### src/rtl/aes_key_ctrl_if.sv
// Control/status bundle between the AES top FSM, key register file and aes_key_ctrl.
interface aes_key_ctrl_if;
    logic       StartxSI;
    logic       KeyValidxSI;
    logic       KeyReadyxSO;
    logic       KeyRegEnxSO;
    logic       KeySchedulexSO;
    logic       ForthCyclexSO;
    logic       RconAddxSO;
    logic [7:0] RconxDO;
    logic [3:0] RoundxDO;
    logic       BusyxSO;
    logic       DonexSO;

    // Controller side
    modport slave (
        input  StartxSI,
        input  KeyValidxSI,
        output KeyReadyxSO,
        output KeyRegEnxSO,
        output KeySchedulexSO,
        output ForthCyclexSO,
        output RconAddxSO,
        output RconxDO,
        output RoundxDO,
        output BusyxSO,
        output DonexSO
    );

    // Requester / observer side
    modport master (
        output StartxSI,
        output KeyValidxSI,
        input  KeyReadyxSO,
        input  KeyRegEnxSO,
        input  KeySchedulexSO,
        input  ForthCyclexSO,
        input  RconAddxSO,
        input  RconxDO,
        input  RoundxDO,
        input  BusyxSO,
        input  DonexSO
    );
endinterface

### src/rtl/aes_key_ctrl.sv
// Byte-serial AES-128 key register sequencer: 16-byte key load, then NR
// 16-cycle round frames driving shift enable, rotate select, RotWord tap and Rcon.
module aes_key_ctrl #(
    parameter int unsigned NR = 10
) (
    input  logic           ClkxCI,
    input  logic           RstxRI,
    aes_key_ctrl_if.slave  kif
);

    localparam int unsigned CNT_W   = 4;
    localparam int unsigned ROUND_W = 4;
    localparam int unsigned RCON_W  = 8;

    localparam logic [CNT_W-1:0]   LAST_BYTE = CNT_W'(15);
    localparam logic [ROUND_W-1:0] LAST_RND  = ROUND_W'(NR);
    localparam logic [RCON_W-1:0]  RCON_INIT = RCON_W'(8'h01);

    typedef enum logic [1:0] {
        IDLE  = 2'd0,
        LOAD  = 2'd1,
        ROUND = 2'd2,
        DONE  = 2'd3
    } state_e;

    state_e               state_q,    state_d;
    logic [CNT_W-1:0]     byte_cnt_q, byte_cnt_d;
    logic [ROUND_W-1:0]   round_q,    round_d;
    logic [RCON_W-1:0]    rcon_q,     rcon_d;
    logic [RCON_W-1:0]    rcon_xtime;

    // GF(2^8) doubling of the round constant
    always_comb begin
        rcon_xtime = {rcon_q[RCON_W-2:0], 1'b0} ^ (rcon_q[RCON_W-1] ? RCON_W'(8'h1B) : RCON_W'(8'h00));
    end

    // Next-state, byte counter, round and Rcon update
    always_comb begin
        state_d    = state_q;
        byte_cnt_d = byte_cnt_q;
        round_d    = round_q;
        rcon_d     = rcon_q;
        unique case (state_q)
            IDLE: begin
                if (kif.StartxSI) begin
                    state_d    = LOAD;
                    byte_cnt_d = '0;
                end
            end
            LOAD: begin
                // ready is constant high here, so valid alone marks an accept
                if (kif.KeyValidxSI) begin
                    if (byte_cnt_q == LAST_BYTE) begin
                        state_d    = ROUND;
                        round_d    = ROUND_W'(1);
                        byte_cnt_d = '0;
                    end else begin
                        byte_cnt_d = byte_cnt_q + CNT_W'(1);
                    end
                end
            end
            ROUND: begin
                byte_cnt_d = byte_cnt_q + CNT_W'(1);
                if (byte_cnt_q == LAST_BYTE) begin
                    if (round_q == LAST_RND) begin
                        state_d = DONE;
                    end else begin
                        round_d = round_q + ROUND_W'(1);
                        rcon_d  = rcon_xtime;
                    end
                end
            end
            DONE: begin
                state_d    = IDLE;
                byte_cnt_d = '0;
                round_d    = '0;
                rcon_d     = RCON_INIT;
            end
            default: begin
                state_d = IDLE;
            end
        endcase
    end

    // State registers with synchronous reset
    always_ff @(posedge ClkxCI) begin
        if (RstxRI) begin
            state_q    <= IDLE;
            byte_cnt_q <= '0;
            round_q    <= '0;
            rcon_q     <= RCON_INIT;
        end else begin
            state_q    <= state_d;
            byte_cnt_q <= byte_cnt_d;
            round_q    <= round_d;
            rcon_q     <= rcon_d;
        end
    end

    // Output decode from registered state; only the LOAD shift enable sees an input
    always_comb begin
        kif.KeyReadyxSO    = (state_q == LOAD);
        kif.KeyRegEnxSO    = ((state_q == LOAD) && kif.KeyValidxSI) || (state_q == ROUND);
        kif.KeySchedulexSO = (state_q == ROUND) && (byte_cnt_q[3:2] == 2'b11);
        kif.ForthCyclexSO  = (state_q == ROUND) && (byte_cnt_q == CNT_W'(3));
        kif.RconAddxSO     = (state_q == ROUND) && (byte_cnt_q == CNT_W'(0));
        kif.RconxDO        = rcon_q;
        kif.RoundxDO       = round_q;
        kif.BusyxSO        = (state_q == LOAD) || (state_q == ROUND);
        kif.DonexSO        = (state_q == DONE);
    end

endmodule

### src/flat_wrapper.sv
// flat-port wrapper written by rule: the top's interface ports become plain ports
module aes_key_ctrl_flat 
#(
    parameter int unsigned NR = 10
)
  (ClkxCI, RstxRI, kif_StartxSI, kif_KeyValidxSI, kif_KeyReadyxSO, kif_KeyRegEnxSO, kif_KeySchedulexSO, kif_ForthCyclexSO, kif_RconAddxSO, kif_RconxDO, kif_RoundxDO, kif_BusyxSO, kif_DonexSO);
  aes_key_ctrl_if kif_i ();
  input  logic ClkxCI;
  input  logic RstxRI;
  input wire logic [$bits(kif_i.StartxSI)-1:0] kif_StartxSI;
  input wire logic [$bits(kif_i.KeyValidxSI)-1:0] kif_KeyValidxSI;
  output wire logic [$bits(kif_i.KeyReadyxSO)-1:0] kif_KeyReadyxSO;
  output wire logic [$bits(kif_i.KeyRegEnxSO)-1:0] kif_KeyRegEnxSO;
  output wire logic [$bits(kif_i.KeySchedulexSO)-1:0] kif_KeySchedulexSO;
  output wire logic [$bits(kif_i.ForthCyclexSO)-1:0] kif_ForthCyclexSO;
  output wire logic [$bits(kif_i.RconAddxSO)-1:0] kif_RconAddxSO;
  output wire logic [$bits(kif_i.RconxDO)-1:0] kif_RconxDO;
  output wire logic [$bits(kif_i.RoundxDO)-1:0] kif_RoundxDO;
  output wire logic [$bits(kif_i.BusyxSO)-1:0] kif_BusyxSO;
  output wire logic [$bits(kif_i.DonexSO)-1:0] kif_DonexSO;
  assign kif_i.StartxSI = kif_StartxSI;
  assign kif_i.KeyValidxSI = kif_KeyValidxSI;
  assign kif_KeyReadyxSO = kif_i.KeyReadyxSO;
  assign kif_KeyRegEnxSO = kif_i.KeyRegEnxSO;
  assign kif_KeySchedulexSO = kif_i.KeySchedulexSO;
  assign kif_ForthCyclexSO = kif_i.ForthCyclexSO;
  assign kif_RconAddxSO = kif_i.RconAddxSO;
  assign kif_RconxDO = kif_i.RconxDO;
  assign kif_RoundxDO = kif_i.RoundxDO;
  assign kif_BusyxSO = kif_i.BusyxSO;
  assign kif_DonexSO = kif_i.DonexSO;
  aes_key_ctrl #(.NR(NR)) u_core (.ClkxCI(ClkxCI), .RstxRI(RstxRI), .kif(kif_i));
endmodule
### config.mk
export PLATFORM = sky130hd
export DESIGN_NAME = aes_key_ctrl_flat
export DESIGN_NICKNAME = d
export VERILOG_FILES = /design/src/rtl/aes_key_ctrl_if.sv /design/src/rtl/aes_key_ctrl.sv /design/src/flat_wrapper.sv
export SDC_FILE = /design/constraint.sdc
export NUM_CORES = 1
export LEC_CHECK = 0
export ABC_AREA = 1
export CAP_MARGIN = 25
export CELL_PAD_IN_SITES_DETAIL_PLACEMENT = 0
export CELL_PAD_IN_SITES_GLOBAL_PLACEMENT = 2
export CORE_MARGIN = 1.5
export CORE_UTILIZATION = 29
export DETAILED_ROUTE_END_ITERATION = 8
export PLACE_DENSITY_LB_ADDON = 0.1
export SLEW_MARGIN = 20
export SYNTH_ARGS = -nofsm -noshare
export SYNTH_HDL_FRONTEND = slang
export SYNTH_SLANG_ARGS = --single-unit
### constraint.sdc
create_clock -name ClkxCI -period 3.79 [get_ports ClkxCI]
set_clock_uncertainty 0.05 [all_clocks]
set_input_delay 0.758 -clock ClkxCI [delete_from_list [all_inputs] [get_ports ClkxCI]]
set_output_delay 0.758 -clock ClkxCI [all_outputs]
set_load 0.01 [all_outputs]
==> results of run 1 <==
[synthesized netlist by cell type, types with 2 or more instances]
| cell type | n |
|---|---|
| a21oi_1 | 16 |
| dfxtp_1 | 18 |
| ha_1 | 9 |
| inv_1 | 25 |
| nand2_1 | 38 |
| nand2_4 | 2 |
| nand3_1 | 12 |
| nand4_1 | 3 |
| nor2_1 | 23 |
| o21ai_0 | 6 |
[layer usage]
metal | track usage (%) | up-vias
met5 | 0 | -
met4 | 2.34 | 0
met3 | 4.28 | 2
met2 | 23.1 | 15
met1 | 16.8 | 467
li1 | - | 572
[stage by stage]
stage / hold slack, ps / util (%) / area (um^2)
2_1_floorplan: 435 / - / 1140
3_3_place_gp: 435 / 37.4 / 1390
3_5_place_dp: 450 / 37.4 / 1390
4_1_cts: 462 / 38.9 / 1440
5_1_grt: 494 / 38.9 / 1440
6_report: 455 / 38.9 / 1440
[cell type report]
| type | instances | area, um^2 | share of cell area (%) |
|---|---|---|---|
| sequential | 18 | 360 | 25.0 |
| tap | 48 | 60.1 | 4.16 |
| multi-input combinational | 119 | 648 | 44.9 |
| timing repair buffer | 22 | 220 | 15.3 |
| clock buffer | 4 | 55.1 | 3.81 |
| inverter | 26 | 100 | 6.93 |
[cells by family (layout without fill, tap and decap cells)]
logic type / after synthesis / in the layout / share of synthesized area, %
compound gates: 26 / 26 / 12.2
simple gates: 84 / 84 / 34.9
fa+ha+maj: 9 / 9 / 9.90
flops: 18 / 18 / 31.7
buf+inv: 29 / 52 / 11.3
[how the worst max path moves through the flow]
stage,start,to,slack [ps]
finish,kif_KeyValidxSI,kif_KeyRegEnxSO,1030
detailed placement,kif_KeyValidxSI,kif_KeyRegEnxSO,1010
floorplan,u_core.state_q[0],kif_KeySchedulexSO,1880
CTS,kif_KeyValidxSI,kif_KeyRegEnxSO,1020
global placement,kif_KeyValidxSI,kif_KeyRegEnxSO,1040
global route,u_core.state_q[0],kif_KeySchedulexSO,940
[worst max-delay path: stages]
cell	delay, ps
clkdlybuf4s50_1	450
inv_1	50
o21ai_0	140
clkdlybuf4s50_1	550
[power groups by stage]
| stage | logic, mW | clock network, mW | registers, mW |
|---|---|---|---|
| 3_3_place_gp | 0.619 | 0 | 0.293 |
| 3_5_place_dp | 0.619 | 0 | 0.295 |
| 4_1_cts | 0.622 | 0.167 | 0.291 |
| 2_1_floorplan | 0.410 | 0 | 0.301 |
| 5_1_grt | 0.704 | 0.175 | 0.299 |
| 6_report | 0.613 | 0.157 | 0.290 |
[registers in the layout, summed over array words and instances, names as in the netlist]
| register | cells |
|---|---|
| u_core.kif.RconxDO | 8 |
| u_core.state_q | 2 |
| u_core.kif.RoundxDO | 4 |
| u_core.byte_cnt_q | 4 |
[layout by cell type (no fill, tap or decap), drive strengths merged, types with 4 or more instances in the layout]
cell and n:
clkbuf 4, nand4 4, clkdlybuf4s50 22, inv 26, o21ai 7, a21oi 17, nor2 24, ha 9
dfxtp 18, nand2 41, nand3 14
==> flow_metrics.env, run 1 <==
export IMPL_core_area_mm2=0.00372
export IMPL_setup_viol=0
export IMPL_insertion_delay_ps=250
export IMPL_p_per_area_mw_per_mm2=734
export IMPL_crit_path_start_kind="input port"
export IMPL_holdCritStartpoint="u_core.kif.RconxDO[6]"
export IMPL_worst_pin_slew_ps=445
export IMPL_wl_mm=2.61
export IMPL_r2r_end="u_core.kif.RoundxDO[2]"
export IMPL_synth_top_area_share_pct=31.7
export IMPL_dp_cells=233
export IMPL_drc=0
export IMPL_place_congestion=0.766
export IMPL_rrSetupSlack_ps=2110
export IMPL_synth_ff_type="dfxtp_1"
export IMPL_clockBufferDepth=2
export IMPL_die_w_um=65.6
export IMPL_swShare_pct=44.1
export IMPL_port_buffers=22
export IMPL_numCtsBuffers=3
export IMPL_fmax_mhz=362
export IMPL_reg2reg_depth=7
export IMPL_clkPwrFrac_pct=14.8
export IMPL_std_cell_rows=22
export IMPL_p_comb_share_pct=57.8
export IMPL_power_total_mw=1.06
export IMPL_relSlewSlack_pct=70.1
export IMPL_drtIter0Drc=34
export IMPL_hold_viol_final=0
export IMPL_die_h_um=65.6
export IMPL_htree_levels=1
export IMPL_dp_hpwl_mm=1.97
export IMPL_tritoncts="yes"
export IMPL_syn_inst=166
export IMPL_intPower_mw=0.593
export IMPL_yosysWarnings=0
export IMPL_maxCapViolations=0
export IMPL_drt_met1_wl_mm=1.33
export IMPL_p_sw_mw=0.467
export IMPL_path_max_fanout=3
export IMPL_tns_ps=0
export IMPL_dp_slack_ps=1010
export IMPL_final_cells=237
export IMPL_ys_ff_latch=18
export IMPL_yosysTopAreaCell="dfxtp_1"
export IMPL_synth_cell_area_mm2=0.00114
export IMPL_root_buffer="clkbuf_8"
export IMPL_ys_async_sr_fraction_pct=0
export IMPL_clkTransAtPathRegs_ps=70
export IMPL_layout_drive_gt1_share_pct=6.88
export IMPL_worst_hold_path_endpoint="u_core.kif.RconxDO[6]"
export IMPL_cts_sinks=18
export IMPL_leakagePower_nw=0.604
export IMPL_status="finished, final reports clean"
export IMPL_start_util_pct=30.6
export IMPL_cp_end_kind="output pin"
export IMPL_ant_nets=0
export IMPL_min_period_over_period_pct=72.9
export IMPL_worst_ep_arrival_time_ps=1960
export IMPL_die_area_mm2=0.00431
export IMPL_whs_path_depth=2
export IMPL_grt_remaining_overflow=0
export IMPL_firstDrtPassIters=4
export IMPL_reg2reg_from="u_core.state_q[0]"
export IMPL_fin_crit_ps=2760
export IMPL_top_layer="met4"
export IMPL_grt_pass1_vias=1041
export IMPL_wl_met3_um=99
export IMPL_vdd_drop_max_mv=0.272
export IMPL_syn2layout_area_growth_pct=27.0
export IMPL_crit_type="in2out"
export IMPL_via_per_inst=4.46
export IMPL_wl_met2_mm=1.17
export IMPL_layout_nets=203
export IMPL_rsz0062_at_grt="no"
export IMPL_cts_resized=0
export IMPL_synth_edff_count=0
export IMPL_wl_per_cell_um=11.0
export IMPL_ys_seq_area_share_pct=31.7
export IMPL_synthTopCellsByArea="dfxtp_1, nand2_1, ha_1"
export IMPL_synth_cell_types=24
export IMPL_diodes=0
export IMPL_layout_setup_ws_ps=1030
export IMPL_grt_usage_pct=13.5
export IMPL_synth_fp_nets=179
export IMPL_antenna_found_initial=0
export IMPL_cts_hold_fix_buffers=0
export IMPL_avgSynthCellArea_um2=6.85
export IMPL_num_io_pins=23
export IMPL_pwr_share_seq_pct=27.4
export IMPL_fillCellCount=411
export IMPL_grt_max_degree=16
export IMPL_cts_setup_buffers=0
export IMPL_drv_slew=0
export IMPL_hp_class="reg2reg"
export IMPL_vias=1056
export IMPL_grt_pass1_wl_mm=4.60
export IMPL_worstPathRequired_ps=2980
Power figures use the tool's default switching activity.
==> run 2: changes to the inputs <==
Settings changed: CORE_UTILIZATION 29 to 27.
Clock period 3.79 ns to 2.7 ns, I/O delays scaled along.
==> flow_metrics.env, run 2 (synthesized netlist as in run 1, its figures left out) <==
export IMPL_antenna_found_initial=0
export IMPL_firstDrtPassIters=4
export IMPL_maxCapViolations=0
export IMPL_worst_ep_arrival_time_ps=1930
export IMPL_layout_nets=203
export IMPL_clkTransAtPathRegs_ps=80
export IMPL_num_io_pins=23
export IMPL_rrSetupSlack_ps=1010
export IMPL_vias=1070
export IMPL_wl_met3_um=72
export IMPL_root_buffer="clkbuf_8"
export IMPL_grt_remaining_overflow=0
export IMPL_status="finished, final reports clean"
export IMPL_reg2reg_depth=8
export IMPL_final_core_util_pct=35.9
export IMPL_die_h_um=67.9
export IMPL_path_max_fanout=8
export IMPL_power_total_mw=1.49
export IMPL_p_comb_share_pct=57.7
export IMPL_cts_resized=0
export IMPL_r2r_end="u_core.kif.RoundxDO[3]"
export IMPL_insertion_delay_ps=260
export IMPL_grt_pass1_wl_mm=4.47
export IMPL_holdCritStartpoint="u_core.kif.RconxDO[6]"
export IMPL_drv_slew=0
export IMPL_clockBufferDepth=2
export IMPL_tritoncts="yes"
export IMPL_htree_levels=1
export IMPL_cts_sinks=18
export IMPL_leakagePower_nw=0.604
export IMPL_dp_cells=235
export IMPL_min_period_over_period_pct=93.3
export IMPL_top_layer="met4"
export IMPL_final_cells=239
export IMPL_die_area_mm2=0.00461
export IMPL_drtIter0Drc=25
export IMPL_fin_crit_ps=2520
export IMPL_crit_type="reg2out"
export IMPL_setup_viol=0
export IMPL_whs_path_depth=2
export IMPL_relSlewSlack_pct=70.3
export IMPL_intPower_mw=0.833
export IMPL_drt_met1_wl_mm=1.40
export IMPL_swShare_pct=44.3
export IMPL_cts_setup_buffers=0
export IMPL_wl_per_cell_um=11.4
export IMPL_layout_drive_gt1_share_pct=6.88
export IMPL_ant_nets=0
export IMPL_cp_end_kind="output pin"
export IMPL_final_cell_mix="nand2_1, inv_1, nor2_1"
export IMPL_dp_hpwl_mm=2.05
export IMPL_drc=0
export IMPL_tns_ps=0
export IMPL_pwr_share_seq_pct=27.1
export IMPL_largest_reg_flops=8
export IMPL_wl_mm=2.71
export IMPL_grt_usage_pct=13.1
export IMPL_slowest_stage="clkdlybuf4s50_1"
export IMPL_numCtsBuffers=3
export IMPL_wl_met2_mm=1.21
export IMPL_reg2reg_from="u_core.state_q[0]"
export IMPL_grt_max_degree=16
export IMPL_diodes=0
export IMPL_vdd_drop_max_mv=0.376
export IMPL_hold_ws_ps=451
export IMPL_p_per_area_mw_per_mm2=1030
export IMPL_worst_pin_slew_ps=445
export IMPL_worstPathRequired_ps=2110
export IMPL_cts_hold_fix_buffers=0
export IMPL_p_sw_mw=0.662
export IMPL_grt_pass1_vias=984
export IMPL_via_per_inst=4.48
export IMPL_port_buffers=22
export IMPL_final_common_cell="nand2_1"
export IMPL_core_area_mm2=0.00403
export IMPL_worst_hold_path_endpoint="u_core.kif.RconxDO[6]"
export IMPL_hp_class="reg2reg"
export IMPL_std_cell_rows=23
export IMPL_die_w_um=67.9
export IMPL_syn2layout_area_growth_pct=27.2
export IMPL_start_util_pct=28.2
export IMPL_rsz0062_at_grt="no"
export IMPL_hold_viol_final=0
export IMPL_place_congestion=0.794
export IMPL_crit_path_start_kind="register"
export IMPL_clkPwrFrac_pct=15.1
export IMPL_fmax_mhz=397
export IMPL_path_cells="inv_1 > ha_1 > inv_4 > nor3_1 > clkdlybuf4s50_1"
export IMPL_cp_slowest_stage_delay_ps=550
run 2: worst max-delay path by stage:
stage / start / endpoint / slack (ps) / cells past startpoint
floorplan: u_core.state_q[0] / kif_KeySchedulexSO / 1010 / 4
global placement: kif_KeyValidxSI / kif_KeyRegEnxSO / 380 / 4
finish: u_core.state_q[0] / kif_KeySchedulexSO / 180 / 5
CTS: u_core.state_q[0] / kif_KeySchedulexSO / 120 / 5
global route: u_core.state_q[0] / kif_KeySchedulexSO / 20 / 5
detailed placement: kif_KeyValidxSI / kif_KeyRegEnxSO / 350 / 4
run 2: final cells by class:
class / instances / area (um^2)
Multi-Input combinational cell: 119 / 648
Sequential cell: 18 / 360
Tap cell: 50 / 62.6
Inverter: 26 / 100
Fill cell: 455 / 2580
Clock buffer: 4 / 55.1
Timing Repair Buffer: 22 / 220
run 2: per-layer routing:
layer | vias to the layer above | GRT usage, %
met5 | - | 0
li1 | 574 | -
met2 | 15 | 21.4
met3 | 4 | 2.47
met4 | 0 | 5.25
met1 | 477 | 16.8
run 2: power groups by stage:
| stage | Combinational (mW) | Sequential, mW | Clock (mW) |
|---|---|---|---|
| final | 0.863 | 0.405 | 0.226 |
| after global routing | 0.982 | 0.418 | 0.247 |
| after CTS | 0.878 | 0.406 | 0.237 |
| after detailed placement | 0.873 | 0.412 | 0 |
| after global placement | 0.872 | 0.409 | 0 |
| after floorplan | 0.575 | 0.423 | 0 |
run 2: stage by stage:
stage | setup slack (ps) | cell area, um^2
CTS | 122 | 1450
global placement | 379 | 1390
floorplan | 1010 | 1140
finish | 182 | 1450
global route | 20.6 | 1450
detailed placement | 355 | 1390
run 2: critical path: cells and delay by family (launching register included):
family                     cells  cell delay [ps]
and+or+nand+nor                1              150
adders and majority gates      1              390
DFF                            1              330
buffers and inverters          3              800
==> run 3: changes to the inputs <==
Settings changed: CORE_UTILIZATION 27 to 28, CTS_BUF_LIST from default to sky130_fd_sc_hd__clkbuf_4 sky130_fd_sc_hd__clkbuf_8.
==> flow_metrics.env, run 3 (synthesized netlist as in run 1, its figures left out) <==
export IMPL_status="finished, final reports clean"
export IMPL_place_congestion=0.761
export IMPL_crit_type="reg2out"
export IMPL_power_total_mw=1.46
export IMPL_numCtsBuffers=3
export IMPL_reg2reg_from="u_core.state_q[0]"
export IMPL_relSlewSlack_pct=70.1
export IMPL_hold_viol_final=0
export IMPL_wl_mm=2.70
export IMPL_layout_drive_gt1_share_pct=6.38
export IMPL_fin_crit_ps=2520
export IMPL_final_common_cell="nand2_1"
export IMPL_die_area_mm2=0.00445
export IMPL_dp_hpwl_mm=2.03
export IMPL_crit_family="buffers and inverters"
export IMPL_largest_reg_flops=8
export IMPL_setup_viol=0
export IMPL_path_cells="inv_1 > ha_1 > inv_4 > nor3_1 > clkdlybuf4s50_1"
export IMPL_cts_setup_buffers=0
export IMPL_crit_buf_inv=3
export IMPL_drtIter0Drc=48
export IMPL_min_period_over_period_pct=93.4
export IMPL_htree_levels=1
export IMPL_num_io_pins=23
export IMPL_via_per_inst=4.47
export IMPL_start_util_pct=30.2
export IMPL_clkTransAtPathRegs_ps=70
export IMPL_cp_end_kind="output pin"
export IMPL_core_area_mm2=0.00377
export IMPL_firstDrtPassIters=4
export IMPL_leakagePower_nw=0.597
export IMPL_cts_sinks=18
export IMPL_maxCapViolations=0
export IMPL_port_buffers=22
export IMPL_cp_slowest_stage_delay_ps=560
export IMPL_clockBufferDepth=2
export IMPL_drc=0
export IMPL_grt_remaining_overflow=0
export IMPL_final_cell_mix="nand2_1, inv_1, nor2_1"
export IMPL_tns_ps=0
export IMPL_worst_pin_slew_ps=446
export IMPL_drv_slew=0
export IMPL_insertion_delay_ps=250
export IMPL_cts_hold_fix_buffers=0
export IMPL_ant_nets=0
export IMPL_worstPathRequired_ps=2110
export IMPL_rsz0062_at_grt="no"
export IMPL_root_buffer="clkbuf_8"
export IMPL_grt_pass1_vias=1035
export IMPL_std_cell_rows=22
export IMPL_cts_resized=0
export IMPL_layout_nets=203
export IMPL_diodes=0
export IMPL_worst_ep_arrival_time_ps=1930
export IMPL_vias=1055
export IMPL_syn2layout_area_growth_pct=25.7
export IMPL_startpoint="u_core.state_q[0]"
export IMPL_path_max_fanout=8
export IMPL_crit_path_start_kind="register"
export IMPL_grt_usage_pct=13.8
export IMPL_die_h_um=66.7
export IMPL_vdd_drop_max_mv=0.480
export IMPL_p_per_area_mw_per_mm2=1020
export IMPL_grt_pass1_wl_mm=4.73
export IMPL_antenna_found_initial=0
export IMPL_die_w_um=66.7
export IMPL_tritoncts="yes"
export IMPL_slowest_stage="clkdlybuf4s50_1"
export IMPL_holdCritStartpoint="u_core.kif.RconxDO[6]"
export IMPL_grt_max_degree=16
export IMPL_fmax_mhz=396
export IMPL_wl_per_cell_um=11.4
export IMPL_fillCellCount=403
export IMPL_hp_class="reg2reg"
-- run 3: changes by cell type in the layout (fill, tap and decap cells not counted) --
cell,delta
clkbuf_8,-1
-- run 3: per-layer routing --
metal	routed length (um)	share of wire, %	global-route usage [%]
met1	1350	50	17.5
met2	1230	46	23.5
met3	112	4.2	3.89
met4	0	0	2.30
met5	0	0	0
-- run 3: path summary, 6_finish.rpt --
kind	end	slack (ps)	depth (start not counted)
hold / removal	u_core.kif.RconxDO[6]	450	2
setup reg to reg	u_core.kif.RoundxDO[3]	1020	8
hold reg to reg	u_core.kif.RconxDO[6]	450	2
setup / recovery	kif_KeySchedulexSO	180	5
-- run 3: tightest hold or removal path: stages, from the launching register on --
cell and delay, ps:
dfxtp_1 330, nand2_1 80, a21oi_2 50
-- run 3: power by group --
part	internal (mW)	switching, mW
clock	0.0990	0.0861
sequential	0.338	0.0682
combinational	0.367	0.502
-- run 3: cell type report --
type                            count  area, um^2  share of cell area (%)
Clock buffer                        3        41.3                    2.89
Tap cell                           48        60.1                    4.20
Sequential cell                    18         360                    25.2
Multi-Input combinational cell    119         648                    45.3
Timing Repair Buffer               22         220                    15.4
Inverter                           26         100                    7.00
-- run 3: stage by stage --
stage	hold slack, ps	worst slack [ps]	util [%]	cells	area, um^2
detailed placement	428	366	36.8	233	1390
floorplan	435	1010	-	166	1140
global placement	442	379	36.8	233	1390
CTS	451	132	37.9	236	1430
finish	447	177	37.9	236	1430
global route	474	40.9	37.9	236	1430
